$ cat src/rtl/r5_input_collector_pkg.sv
// Shared constants and types for the radix-5 input collector.
package r5_input_collector_pkg;

  localparam int unsigned DW_DEF = 32;
  localparam int unsigned RADIX  = 5;
  localparam int unsigned IDX_W  = $clog2(RADIX);

  // One complex sample at the default word width.
  typedef struct packed {
    logic [DW_DEF-1:0] re;
    logic [DW_DEF-1:0] img;
  } cplx_t;

  // True when idx addresses the last slot of a group.
  function automatic logic is_last_idx(input logic [IDX_W-1:0] idx);
    return idx == IDX_W'(RADIX - 1);
  endfunction

endpackage

$ cat src/rtl/r5_input_collector_bank.sv
// Five-entry complex register file: indexed write, parallel read, async clear.
module r5_bank
  import r5_input_collector_pkg::*;
#(
  parameter int unsigned DW = DW_DEF
) (
  input  logic                      clk,
  input  logic                      rst_n,
  input  logic                      we_i,
  input  logic [IDX_W-1:0]          idx_i,
  input  logic [DW-1:0]             re_i,
  input  logic [DW-1:0]             img_i,
  output logic [RADIX-1:0][DW-1:0]  re_o,
  output logic [RADIX-1:0][DW-1:0]  img_o
);

  logic [RADIX-1:0][DW-1:0] re_q;
  logic [RADIX-1:0][DW-1:0] img_q;

  // Write the addressed slot; reset clears every slot.
  always_ff @(posedge clk or negedge rst_n) begin
    if (!rst_n) begin
      re_q  <= '0;
      img_q <= '0;
    end else if (we_i) begin
      for (int unsigned i = 0; i < RADIX; i++) begin
        if (idx_i == IDX_W'(i)) begin
          re_q[i]  <= re_i;
          img_q[i] <= img_i;
        end
      end
    end
  end

  assign re_o  = re_q;
  assign img_o = img_q;

endmodule

$ cat src/rtl/r5_input_collector.sv
// Serial-to-parallel radix-5 collector with ping-pong banks.
module r5_input_collector
  import r5_input_collector_pkg::*;
#(
  parameter int unsigned DW       = DW_DEF,
  parameter int unsigned N_GROUPS = 5
) (
  input  logic                        clk,
  input  logic                        rst_n,
  input  logic                        in_valid,
  output logic                        in_ready,
  input  logic                        in_sof,
  input  logic [DW-1:0]               in_re,
  input  logic [DW-1:0]               in_img,
  output logic                        out_valid,
  input  logic                        out_ready,
  output logic [DW-1:0]               x0_re,
  output logic [DW-1:0]               x1_re,
  output logic [DW-1:0]               x2_re,
  output logic [DW-1:0]               x3_re,
  output logic [DW-1:0]               x4_re,
  output logic [DW-1:0]               x0_img,
  output logic [DW-1:0]               x1_img,
  output logic [DW-1:0]               x2_img,
  output logic [DW-1:0]               x3_img,
  output logic [DW-1:0]               x4_img,
  output logic                        out_last,
  output logic [$clog2(N_GROUPS)-1:0] grp_cnt,
  output logic                        sync_err
);

  localparam int unsigned     GW       = $clog2(N_GROUPS);
  localparam logic [GW-1:0]   LAST_GRP = GW'(N_GROUPS - 1);

  logic              wr_bank_q;
  logic              rd_bank_q;
  logic [1:0]        full_q;
  logic [IDX_W-1:0]  wr_idx_q;
  logic [GW-1:0]     wr_grp_q;
  logic [GW-1:0]     tag_q [2];
  logic              sync_err_q;

  logic              accept;
  logic              consume;
  logic              sof_acc;
  logic              grp_done;
  logic [IDX_W-1:0]  idx_eff;
  logic [GW-1:0]     grp_eff;

  logic [RADIX-1:0][DW-1:0] bank_re  [2];
  logic [RADIX-1:0][DW-1:0] bank_img [2];
  logic [RADIX-1:0][DW-1:0] rd_re;
  logic [RADIX-1:0][DW-1:0] rd_img;

  // Handshakes; an accepted SOF restarts both the slot index and the group count.
  always_comb begin
    in_ready  = ~full_q[wr_bank_q];
    out_valid = full_q[rd_bank_q];
    accept    = in_valid & in_ready;
    consume   = out_valid & out_ready;
    sof_acc   = accept & in_sof;
    idx_eff   = sof_acc ? '0 : wr_idx_q;
    grp_eff   = sof_acc ? '0 : wr_grp_q;
    grp_done  = accept & is_last_idx(idx_eff);
  end

  for (genvar b = 0; b < 2; b++) begin : g_bank
    r5_bank #(.DW(DW)) u_bank (
      .clk   (clk),
      .rst_n (rst_n),
      .we_i  (accept & (wr_bank_q == 1'(b))),
      .idx_i (idx_eff),
      .re_i  (in_re),
      .img_i (in_img),
      .re_o  (bank_re[b]),
      .img_o (bank_img[b])
    );
  end

  // Pointer, full-flag, tag and error bookkeeping. Fill and drain always touch
  // different full bits because each side is gated by the flag it modifies.
  always_ff @(posedge clk or negedge rst_n) begin
    if (!rst_n) begin
      wr_bank_q  <= 1'b0;
      rd_bank_q  <= 1'b0;
      full_q     <= '0;
      wr_idx_q   <= '0;
      wr_grp_q   <= '0;
      tag_q[0]   <= '0;
      tag_q[1]   <= '0;
      sync_err_q <= 1'b0;
    end else begin
      if (accept) begin
        if (grp_done) begin
          full_q[wr_bank_q] <= 1'b1;
          tag_q[wr_bank_q]  <= grp_eff;
          wr_idx_q          <= '0;
          wr_bank_q         <= ~wr_bank_q;
          wr_grp_q          <= (grp_eff == LAST_GRP) ? '0 : grp_eff + GW'(1);
        end else begin
          wr_idx_q <= idx_eff + IDX_W'(1);
          wr_grp_q <= grp_eff;
        end
        if (sof_acc && (wr_idx_q != '0)) begin
          sync_err_q <= 1'b1;
        end
      end
      if (consume) begin
        full_q[rd_bank_q] <= 1'b0;
        rd_bank_q         <= ~rd_bank_q;
      end
    end
  end

  // Present the read bank.
  always_comb begin
    rd_re    = rd_bank_q ? bank_re[1]  : bank_re[0];
    rd_img   = rd_bank_q ? bank_img[1] : bank_img[0];
    grp_cnt  = tag_q[rd_bank_q];
    out_last = out_valid & (tag_q[rd_bank_q] == LAST_GRP);
    sync_err = sync_err_q;
  end

  assign x0_re  = rd_re[0];
  assign x1_re  = rd_re[1];
  assign x2_re  = rd_re[2];
  assign x3_re  = rd_re[3];
  assign x4_re  = rd_re[4];
  assign x0_img = rd_img[0];
  assign x1_img = rd_img[1];
  assign x2_img = rd_img[2];
  assign x3_img = rd_img[3];
  assign x4_img = rd_img[4];

endmodule

$ cat config.mk
export PLATFORM = sky130hd
export DESIGN_NAME = r5_input_collector
export DESIGN_NICKNAME = d
export VERILOG_FILES = /design/src/rtl/r5_input_collector_pkg.sv /design/src/rtl/r5_input_collector_bank.sv /design/src/rtl/r5_input_collector.sv
export SDC_FILE = /design/constraint.sdc
export NUM_CORES = 1
export LEC_CHECK = 0
export CAP_MARGIN = 40
export CORE_MARGIN = 2
export CORE_UTILIZATION = 46
export DETAILED_ROUTE_END_ITERATION = 7
export GPL_ROUTABILITY_DRIVEN = 0
export PLACE_DENSITY_LB_ADDON = 0.1
export SLEW_MARGIN = 20
export SYNTH_ARGS = -nofsm -noshare
export SYNTH_HDL_FRONTEND = slang
export SYNTH_SLANG_ARGS = --single-unit
$ cat constraint.sdc
create_clock -name clk -period 3.36 [get_ports clk]
set_clock_uncertainty 0.2 [all_clocks]
set_input_delay 0.504 -clock clk [delete_from_list [all_inputs] [get_ports clk]]
set_output_delay 0.504 -clock clk [all_outputs]
set_load 0.02 [all_outputs]
# Yosys cells after proc, flatten, opt, wreduce, memory -nomap -nowiden
# Cells that the tools add are included.
[totals] register_bits=657 latch_bits=0 mem_bits_rw=0 mem_bits_ro=0 output_inout_bits=327 wordCells=100 n_memories=0
[op_classes] addsub=2 mul=0 div_mod_pow=0 n_lt_le_gt_ge=7 eq_ne=6 n_shift=0 n_mux=24 n_bitwise=15 n_reduce_logical=18
[op_table] op="$mux 160" count=2
[op_table] op="$mux 3" count=9
[op_table] op="$reduce_and 2->1" count=12
[op_table] op="$eq 3x3->1 const B" count=3
[op_table] op="$and 1x1->1" count=7
[op_table] op="$add 3x1->3 const B" count=2
[op_table] op="$bwmux 6" count=1
[op_table] op="$eq 3x2->1 const B" count=2
[op_table] op="$mux 1" count=6
[op_table] op="$mux 2" count=3
[op_table] op="$ge 2x2->1 const B" count=2
[op_table] op="$logic_and 1x1->1" count=4
[op_table] op="$lt 1x2->1 const B" count=2
[op_table] op="$not 1->2" count=2
[op_table] op="$demux 3 s1" count=1
[op_table] op="$eq 3x1->1 const B" count=1
[op_table] op="$logic_not 3->1" count=1
[op_table] op="$not 1->1" count=3
[op_table] op="$reduce_bool 3->1" count=1
[op_table] op="$and 2x2->2" count=1
[op_table] op="$demux 1 s1" count=2
[op_table] op="$ge 1x1->1 const B" count=2
[op_table] op="$lt 2x1->1 const B" count=1
[op_table] op="$not 2->2" count=1
[op_table] op="$or 2x2->2" count=1

# Logic depth before layout (Yosys ltp)
# Gate-level depths: netlist of the first run.
[logic_depth] word_depth=12 depth_mapped=11 ltp_nobuf=8

# By module
# From an unflattened synthesis of the first run, not the netlist that was laid out.
[unflattened] hier_cells=1809 hier_area_um2=30211.5
[modules_own_cells] mod="r5_bank" n_inst=2 cells_per_inst=680 area_each_um2=12709.7 seq_area_each_um2=8007.7
[modules_own_cells] mod="r5_input_collector" n_inst=1 cells_per_inst=449 area_each_um2=4792.1 seq_area_each_um2=425.4

# Worst setup path after synthesis of the first run
# Ideal clock, no wire load.
[synth_timing] path_type="register to register" from="register wr_bank_q" to="register g_bank[0].u_bank.img_q (netlist bit g_bank[0].u_bank.img_o[153])" setup_time_ns=0.128 arrival_time_ns=3.125 setup_slack_ns=-0.092 stages_incl_launch_ff=12 path_cell_list="dfrtp_1 > buf_4 > mux2i_1 > nand3_1 > nand2_1 > ha_1 > nand4b_1 > or3_1 > clkbuf_1 > buf_2 > buf_2 > mux2_1"
[synth_via] elab_chain_cells=8
[synth_lines] item="start, declared" line="r5_input_collector.sv:35" source="logic wr_bank_q;"
[synth_lines] item="start signal, assigned" line="r5_input_collector.sv:98" source="wr_bank_q <= ~wr_bank_q;"
[synth_lines] item="$mux 1 (not written as such) (*) (2 in series)" line="r5_input_collector.sv:57" source="in_ready = ~full_q[wr_bank_q];"
[synth_lines] item="$not 1->1 (*)" line="r5_input_collector.sv:57"
[synth_lines] item="named net in_ready" line="r5_input_collector.sv:11" source="output logic in_ready,"
[synth_lines] item="$and 1x1->1 (*)" line="r5_input_collector.sv:59" source="accept = in_valid & in_ready;"
[synth_lines] item="$and 1x1->1" line="r5_input_collector.sv:61" source="sof_acc = accept & in_sof;"
[synth_lines] item="$mux 3" line="r5_input_collector.sv:62" source="idx_eff = sof_acc ? '0 : wr_idx_q;"
[synth_lines] item="$eq 3x3->1" line="r5_input_collector_bank.sv:27" source="if (idx_i == IDX_W'(i)) begin"
[synth_lines] item="$reduce_and 2->1 (no line) (*)"
[synth_lines] item="end signal, assigned by index" line="r5_input_collector_bank.sv:29" source="img_q[i] <= img_i;"
[synth_lines] item="end, declared" line="r5_input_collector_bank.sv:18" source="logic [RADIX-1:0][DW-1:0] img_q;"
# Mark *: on every way through the listed nets, which the timed path passes. The rest lies on a longest branch. The select of a mux whose other input is x is not followed.
# A chain may end at the register's enable or synchronous reset.

# Worst setup path in the final report of the first run
[layout_timing] from="register rd_bank_q" to="output x0_re[0]"
[layout_via] elab_chain_cells=1
[layout_lines] item="start, declared" line="r5_input_collector.sv:36" source="logic rd_bank_q;"
[layout_lines] item="start signal, assigned" line="r5_input_collector.sv:110" source="rd_bank_q <= ~rd_bank_q;"
[layout_lines] item="$mux 160" line="r5_input_collector.sv:117" source="rd_re = rd_bank_q ? bank_re[1] : bank_re[0];"
[layout_lines] item="end, declared" line="r5_input_collector.sv:17" source="output logic [DW-1:0] x0_re,"
# No other way between the ends.

==> metrics list, run 1 <==
- At the end of the flow the core is filled with cells to 58.7%.
- Post-synth cell types: 36
- The number of hold violations in the final report was 0.
- STA classifies the critical path endpoint as a primary output.
- Headroom to the max-slew limit came out at between 40% and 50%.
* Die Ht: approximately 250 um
- Synthesized netlist net count: between 1.5k and 2k
- Worst hold slack: approximately 0.28 ns
- Synthesized netlist cell count: around 1.9k
- Total gr overflow: 0
* Synth-to-layout area growth: 25.9%
- Data arrives at the worst endpoint at about 2.6 ns.
* Highest achievable clock rate: ~0.30 GHz
- Setup Total Neg Slack: 0 ns
* Layout cells sized above 1: 47.7%
- The number of antenna violations at the first check in global routing is 3.
- CTS placed an instance of sky130_fd_sc_hd__clkbuf_16 at the clock tree root.
- Along the worst path, the maximum fanout reaches a little under 80.
- Cell taking the most area after synthesis: sky130_fd_sc_hd__dfrtp_1
- Counting along the longest clock path gives a buffer depth of 3.
* Number of detailed-routing iterations run before antenna repair: 4
- Of the total synthesized cell area, the portion taken by full adders, half adders and majority gates is less than 1%.
* Via count of the first global-routing pass: between 15k and 20k
* Critical path launch point type: flop
* Worst-case setup slack after placement: 0.121 ns
- In this run, synthesis produced a sequential element count of between 600 and 700.
- Final standard cell area without fillers: approximately 36000 um2
- RSZ-0062 raised after global routing: no
* Detail-routed via count per cell: around 5.3
- The final layout contains 2313 nets.
- DPL Wire Length: between 40000 and 50000 um
- Average instance area after synthesis: approximately 15 um2
- Pin count of the biggest net entering global routing: 85
* Post-CTS clock slew at the launch and capture registers of the worst setup and hold paths: around 0.06 ns
* Crit path required time: 2.66 ns
- The tree built by TritonCTS fans out to between 600 and 700 sinks.
- After detailed routing, the number of remaining DRC violations is 0.
- Yosys printed 0 warnings.
- Synth top area share: between 50% and 60%
- Setup-failing EPs final: 0
* Path class of the lowest-slack min-delay path: flop to flop
- Count of maximum capacitance violations: 0
- Post-synthesis mux area share: about two fifths
- For this design the static power due to leakage is approximately 0.016 uW.
* Via count: ~17k
- CTS tree: built
- Area inside the core boundary: 61700 um2
* Share of the clock period used by the worst path after layout: around 98%
* Startpoint-to-endpoint class of the critical path: flop to primary output
- Xor/xnor cell area share of the yosys netlist: 0%
* Maximum ir drop on the vdd rail: between 0.6 and 0.7 mV
* Power density normalized to cell area: about 1100 nW/um2
- Counting the fill cells in the layout gives 4932.
- Total track usage: 22.8%
* Starting utilization of the core area: a little under half
- The final-report max-slew violation count came to 0.
* Transition time at the pin with the least slew margin: just over 0.8 ns
- Total wirelength of the detailed-routed design: ~72000 um
* Run status: completed
* Most frequent cells in the layout: sky130_fd_sc_hd__mux2_2 (902), sky130_fd_sc_hd__dfrtp_1 (656), sky130_fd_sc_hd__clkdlybuf4s50_1 (394)
- Die Width: approximately 250 um
- Sequential cells were found to cover around 57% of the synthesized design area.
- The detail route stage leaves a number of antenna-violating nets equal to 0.
- Routed wirelength normalized by instance count: around 23 um
* Number of buffers inserted during clock tree synthesis: between 70 and 80
- The first global-routing pass estimated about 110000 um of wire.
- The library cell used most frequently in the layout, excluding fill and tap cells, is sky130_fd_sc_hd__mux2_2.
- Row count: 91
- Compound-Gate Fraction of Synth Area: less than 1%
- Placement-stage cell area: 33900 um2
* Full die area: ~65000 um2
- Summing the areas of all and, or, nand and nor instances in the mapped netlist gives less than 1% of the synthesized area.
- Clock latency at the later pin of the worst-skew pair: 0.59 ns
- Starting DRC count in detailed routing: about 670
- Synthesized cell area: between 20000 and 30000 um2
- Top post-synthesis cells by area: sky130_fd_sc_hd__dfrtp_1 (57%), sky130_fd_sc_hd__mux2_2 (35%), sky130_fd_sc_hd__mux2_1 (2.8%)
* Number of port buffers: ~400
* IO Count: 396
- By area, the combinational part of the netlist is dominated by multiplexers.
* H-tree levels: 3
- Final Critical Period: around 3.3 ns
* Final WS setup: between 0.08 and 0.09 ns
## what timing repair did
item	4_1_cts	5_1_grt
hold endpoints to repair	52	0
endpoints found under the setup margin	104	0
gates resized for setup	1	0
hold buffers	1	0
setup buffers	2	0
## final timing paths
kind | slack (ns) | start | endpoint | depth (start not counted)
min in group asynchronous | 0.35 | rst_n | g_bank[0].u_bank.re_o[5]$_DFFE_PN0P_ | 2
max in group asynchronous | 1.59 | rst_n | g_bank[1].u_bank.re_o[123]$_DFFE_PN0P_ | 3
worst min register to register | 0.28 | g_bank[0].u_bank.re_o[36]$_DFFE_PN0P_ | g_bank[0].u_bank.re_o[36]$_DFFE_PN0P_ | 1
worst max-delay path | 0.08 | rd_bank_q$_DFFE_PN0P_ | x0_re[0] | 3
worst max register to register | 0.27 | full_q[1]$_DFF_PN0_ | g_bank[0].u_bank.img_o[154]$_DFFE_PN0P_ | 8
worst min-delay path | 0.28 | g_bank[0].u_bank.re_o[36]$_DFFE_PN0P_ | g_bank[0].u_bank.re_o[36]$_DFFE_PN0P_ | 1
## worst max-delay path, cell delays in order (launching register included)
cell and delay, ns:
sky130_fd_sc_hd__dfrtp_4 0.52, sky130_fd_sc_hd__buf_12 0.39, sky130_fd_sc_hd__mux2_2 0.41, sky130_fd_sc_hd__clkdlybuf4s50_1 0.61
## report_power, final
group | switching [uW] | internal [uW]
Combinational | 8870 | 10300
Clock | 3060 | 4490
Sequential | 1670 | 11500
Total | 13600 | 26300
## routing by layer
metal  global-route usage (%)  wire length [um]  up-vias
met5                        0                26        -
met4                     6.64              1560        4
li1                         -                 -     7380
met2                     37.9             35700      305
met1                     30.7             32100     8843
met3                     3.97              2880       81
## layout make-up
cell class / instances / area (um2) / area share [%]
Timing Repair Buffer: 469 / 4970 / 13.7
Multi-Input combinational cell: 1036 / 11500 / 31.7
Clock buffer: 107 / 2120 / 5.87
Antenna cell: 1 / 2.50 / 0.00691
Tap cell: 837 / 1050 / 2.89
Sequential cell: 657 / 16400 / 45.4
Clock inverter: 12 / 116 / 0.321
Inverter: 2 / 7.51 / 0.0207
## synth_stat cells
library cell                number
sky130_fd_sc_hd__mux2_2        902
sky130_fd_sc_hd__dfrtp_1       657
sky130_fd_sc_hd__mux2_1         71
sky130_fd_sc_hd__buf_1          69
sky130_fd_sc_hd__buf_2          43
sky130_fd_sc_hd__clkbuf_1       40
sky130_fd_sc_hd__buf_6          18
sky130_fd_sc_hd__nand2_1        13
sky130_fd_sc_hd__ha_1            7
sky130_fd_sc_hd__and2_1          5
sky130_fd_sc_hd__nor2_1          4
sky130_fd_sc_hd__a21oi_1         3
sky130_fd_sc_hd__a41oi_1         3
sky130_fd_sc_hd__nor3_4          3
sky130_fd_sc_hd__nor4_4          3
sky130_fd_sc_hd__a21boi_0        2
sky130_fd_sc_hd__buf_4           2
sky130_fd_sc_hd__inv_1           2
sky130_fd_sc_hd__o21ai_0         2
sky130_fd_sc_hd__o2bb2ai_1       2
sky130_fd_sc_hd__a21o_1          1
sky130_fd_sc_hd__a31oi_1         1
sky130_fd_sc_hd__and3b_1         1
sky130_fd_sc_hd__mux2i_1         1
sky130_fd_sc_hd__nand2b_1        1
sky130_fd_sc_hd__nand3_1         1
sky130_fd_sc_hd__nand4b_1        1
sky130_fd_sc_hd__nor2b_1         1
sky130_fd_sc_hd__nor3_1          1
sky130_fd_sc_hd__nor3_2          1
sky130_fd_sc_hd__nor4bb_1        1
sky130_fd_sc_hd__o2111a_1        1
sky130_fd_sc_hd__o211a_1         1
sky130_fd_sc_hd__o21bai_1        1
sky130_fd_sc_hd__or2_2           1
sky130_fd_sc_hd__or3_1           1
## cell families (layout without fill, tap and decap cells)
family          Yosys count  in the layout
buf+inv                 174            590
simple gates             38             38
mux                     974            974
flops                   657            657
compound gates           17             17
fa+ha+maj                 7              7
other cells               0              1
## sequential cells by signal, summed over array words and instances (netlist names)
register,cells
wr_idx_q,3
full_q,2
rd_bank_q,1
g_bank.u_bank.img_o,320
wr_bank_q,1
sync_err,1
tag_q,6
wr_grp_q,3
g_bank.u_bank.re_o,320
## metrics by stage
| stage | instances | total power (uW) |
|---|---|---|
| 2_1_floorplan | 1867 | 24400 |
| 3_3_place_gp | 2997 | 32200 |
| 3_5_place_dp | 2998 | 32600 |
| 4_1_cts | 3120 | 40400 |
| 5_1_grt | 3121 | 42000 |
| 6_report | 3121 | 39900 |
No activity file was read; power rests on OpenSTA's default activity.
==> run 2: changes to the inputs <==
--- a/config.mk
+++ b/config.mk
@@ -11,6 +11,7 @@
 export DETAILED_ROUTE_END_ITERATION = 7
 export GPL_ROUTABILITY_DRIVEN = 0
 export PLACE_DENSITY_LB_ADDON = 0.1
+export SKIP_LAST_GASP = 1
 export SLEW_MARGIN = 20
 export SYNTH_ARGS = -nofsm -noshare
 export SYNTH_HDL_FRONTEND = slang
==> results of run 2 <==
No change in the layout: final DEF, timing and power equal those of run 1.
==> run 3: changes to the inputs <==
--- a/config.mk
+++ b/config.mk
@@ -5,12 +5,14 @@
 export SDC_FILE = /design/constraint.sdc
 export NUM_CORES = 1
 export LEC_CHECK = 0
+export ABC_CLOCK_PERIOD_IN_PS = 3360
 export CAP_MARGIN = 40
 export CORE_MARGIN = 2
 export CORE_UTILIZATION = 46
 export DETAILED_ROUTE_END_ITERATION = 7
 export GPL_ROUTABILITY_DRIVEN = 0
 export PLACE_DENSITY_LB_ADDON = 0.1
+export RECOVER_POWER = 25
 export SKIP_LAST_GASP = 1
 export SLEW_MARGIN = 20
 export SYNTH_ARGS = -nofsm -noshare
==> run 3 against run 2 <==
Compared with the run above:
- the flow now finishes with violations (capacitance limit, slew limit)
- flip-flop and latch count is the same
- critical path depth grew 1
- setup slack lost 0.0067 ns
- final cell count is the same
- register-to-register slack is essentially flat
- first-iteration DRC count shrank 8.9%
- count of clock-buffer cells in the layout is the same
- hold slack is essentially flat
- critical endpoint is now out_last
==> metrics list, run 3 (same netlist as run 1, synthesis figures left out) <==
- Clock tree synthesis inserted a total of 71 buffers.
* Area inside the core boundary: 61700 um2
- In this run the power spent charging and discharging nets is between 10000 and 15000 uW.
- Across every metal layer, demand over resource in global routing totals between 20% and 30%.
- Data on the critical path arrives at its endpoint at ~2.6 ns.
- Number of detailed-routing iterations run before antenna repair: 4
* Crit path required time: between 2 and 3 ns
- Internal power consumption: about 26000 uW
* Net Sw Frac: about a third
- Maximum ir drop on the vdd rail: about 0.66 mV
- Per report_power, the sequential group accounts for approximately 33% of the total.
* Worst reg2reg path depth: 8
- The clock reaches the later pin of the worst-skew pair after a little under 0.6 ns.
- The number of antenna violations at the first check in global routing is 3.
- Lkg Pwr: around 0.016 uW
- Relative contribution of combinational cells to total power: 48.0%
- Total wirelength of the detailed-routed design: 72300 um
- Via count of the first global-routing pass: 18.3k
* Remaining number of nets flagged by the antenna check after routing: 0
* Violated checks: capacitance limit, slew limit
* Global-route wire length before repair: 112000 um
* Final Critical Period: between 3 and 4 ns
* Post-placement cell count: between 2k and 3k
- In the final routed layout, each cell accounts on average for 23.2 um.
* Count of maximum capacitance violations: 2
* Total gr overflow: 0
* IO Count: roughly 400
* Layout cells sized above 1: a little under half
* Pin count of the biggest net entering global routing: between 80 and 90
- The worst register-to-register path begins at full_q[1]$_DFF_PN0_.
- Post-CTS clock slew at the launch and capture registers of the worst setup and hold paths: around 0.060 ns
- The worst setup path is launched from a flop.
* Setup-failing EPs final: 0
- The worst register-to-register path ends at g_bank[0].u_bank.img_o[154]$_DFFE_PN0P_.
- Hold path cells: 1
* Buffer type at the clock tree root: sky130_fd_sc_hd__clkbuf_16
* Highest achievable clock rate: 0.304 GHz
* Startpoint-to-endpoint class of the critical path: flop to primary output
- Number of port buffers: around 400
- Run status: finished with violations
- Slew margin rel.: -9.87%
- Final WS setup: between 0.07 and 0.08 ns
* Die Width: roughly 250 um
* Starting DRC count in detailed routing: 613
- The area growth from synthesis to layout is 25.4%.
- Transition time at the pin with the least slew margin: 1.65 ns
* Full die area: roughly 65000 um2
* Row count: slightly above 90
- The final-report max-slew violation count was between 60 and 70.
- In this run the deepest clock path goes through 3 buffers.
* Number of hold violations in the final report: 0
- CTS saw around 660 sinks.
* Starting utilization of the core area: between 40 and 50%
- In the routed design, unresolved DRC markers number 0.
- CTS built an H-tree with a depth of 3.
* Detail-routed via count per cell: around 5.3
- Setup Total Neg Slack: 0 ns
* Die Ht: between 200 and 300 um
- Min-delay src: g_bank[0].u_bank.re_o[36]$_DFFE_PN0P_
* Minimum setup slack among reg-to-reg paths: about 0.27 ns
- Of all nets on the critical path, the largest fanout is 6.
- Final Non-Filler Cells: 3121
- Worst-case setup slack after placement: between 0.1 and 0.15 ns
* Most frequent cells in the layout: sky130_fd_sc_hd__mux2_2 (902), sky130_fd_sc_hd__dfrtp_1 (656), sky130_fd_sc_hd__clkdlybuf4s50_1 (394)
- Clock group share of total power: approximately a fifth
- Via count: roughly 17k
* Kind of end point of the critical path: primary output
- For this run, the post-layout net count is roughly 2.3k.
* Most common cell after layout, fill and taps aside: sky130_fd_sc_hd__mux2_2
- RSZ-0062 raised after global routing: no
- Dividing total power by cell area gives a power density of about 1100 nW/um2.
- Path class of the lowest-slack min-delay path: flop to flop
- DPL Wire Length: 46200 um
- Dividing the final minimum period by the clock period gives between 90% and 100%.
- CTS tree: built
- Endpoint of the worst hold path: g_bank[0].u_bank.re_o[36]$_DFFE_PN0P_
-- run 3: layout make-up --
cell class,count,area (um2)
well taps,837,1050
clock inverters,12,116
inverters,2,7.51
multi-input cells,1036,11500
repair buffers,469,4830
clock buffers,107,2120
diodes,1,2.50
flip-flops and latches,657,16400
fillers,4951,25700
-- run 3: timing repair --
action                                  4_1_cts  5_1_grt
endpoints found under the setup margin      104        0
resized for setup                             1        0
endpoints found under the hold margin        52        0
setup buffers                                 2        0
hold buffers                                  1        0
-- run 3: worst max-delay path by stage --
| stage | from | endpoint | slack [ns] | cells past startpoint |
|---|---|---|---|---|
| 6_report | rd_bank_q$_DFFE_PN0P_ | out_last | 0.07 | 4 |
| 4_1_cts | rd_bank_q$_DFFE_PN0P_ | x0_re[0] | 0.04 | 3 |
| 5_1_grt | rd_bank_q$_DFFE_PN0P_ | out_last | 0.01 | 4 |
| 3_3_place_gp | in_valid | g_bank[0].u_bank.img_o[52]$_DFFE_PN0P_ | 0.14 | 8 |
| 2_1_floorplan | wr_bank_q$_DFFE_PN0P_ | g_bank[0].u_bank.img_o[153]$_DFFE_PN0P_ | 0.12 | 11 |
| 3_5_place_dp | in_valid | g_bank[0].u_bank.img_o[158]$_DFFE_PN0P_ | 0.12 | 8 |
-- run 3: worst max-delay path: stages, from the launching register on --
cell and delay [ns]:
sky130_fd_sc_hd__dfrtp_4 0.56, sky130_fd_sc_hd__buf_12 0.16, sky130_fd_sc_hd__mux2_2 0.31, sky130_fd_sc_hd__nor4bb_1 0.30
sky130_fd_sc_hd__clkdlybuf4s50_1 0.66
-- run 3: power groups by stage --
stage	logic, uW	registers (uW)	clock network (uW)
CTS	19400	13200	7760
finish	19100	13200	7560
global placement	19100	13100	0
global route	20200	13700	8120
detailed placement	19200	13400	0
floorplan	11600	12700	0
-- run 3: per-layer routing --
layer  wire (um)  vias up  track usage (%)
met5          26        -                0
met3        3060       77             3.97
met4        1540        4             6.64
met1       31800     8870             30.7
met2       35900      324             37.9
li1            -     7387                -
-- run 3: metrics by stage --
step	utilization [%]	hold slack [ns]	power (uW)	cell area [um2]
floorplan	-	0.00841	24400	28800
global placement	54.9	0.262	32200	33900
detailed placement	54.9	0.271	32600	33900
CTS	58.7	0.284	40400	36200
global route	58.4	0.296	41900	36100
finish	58.4	0.278	39900	36100
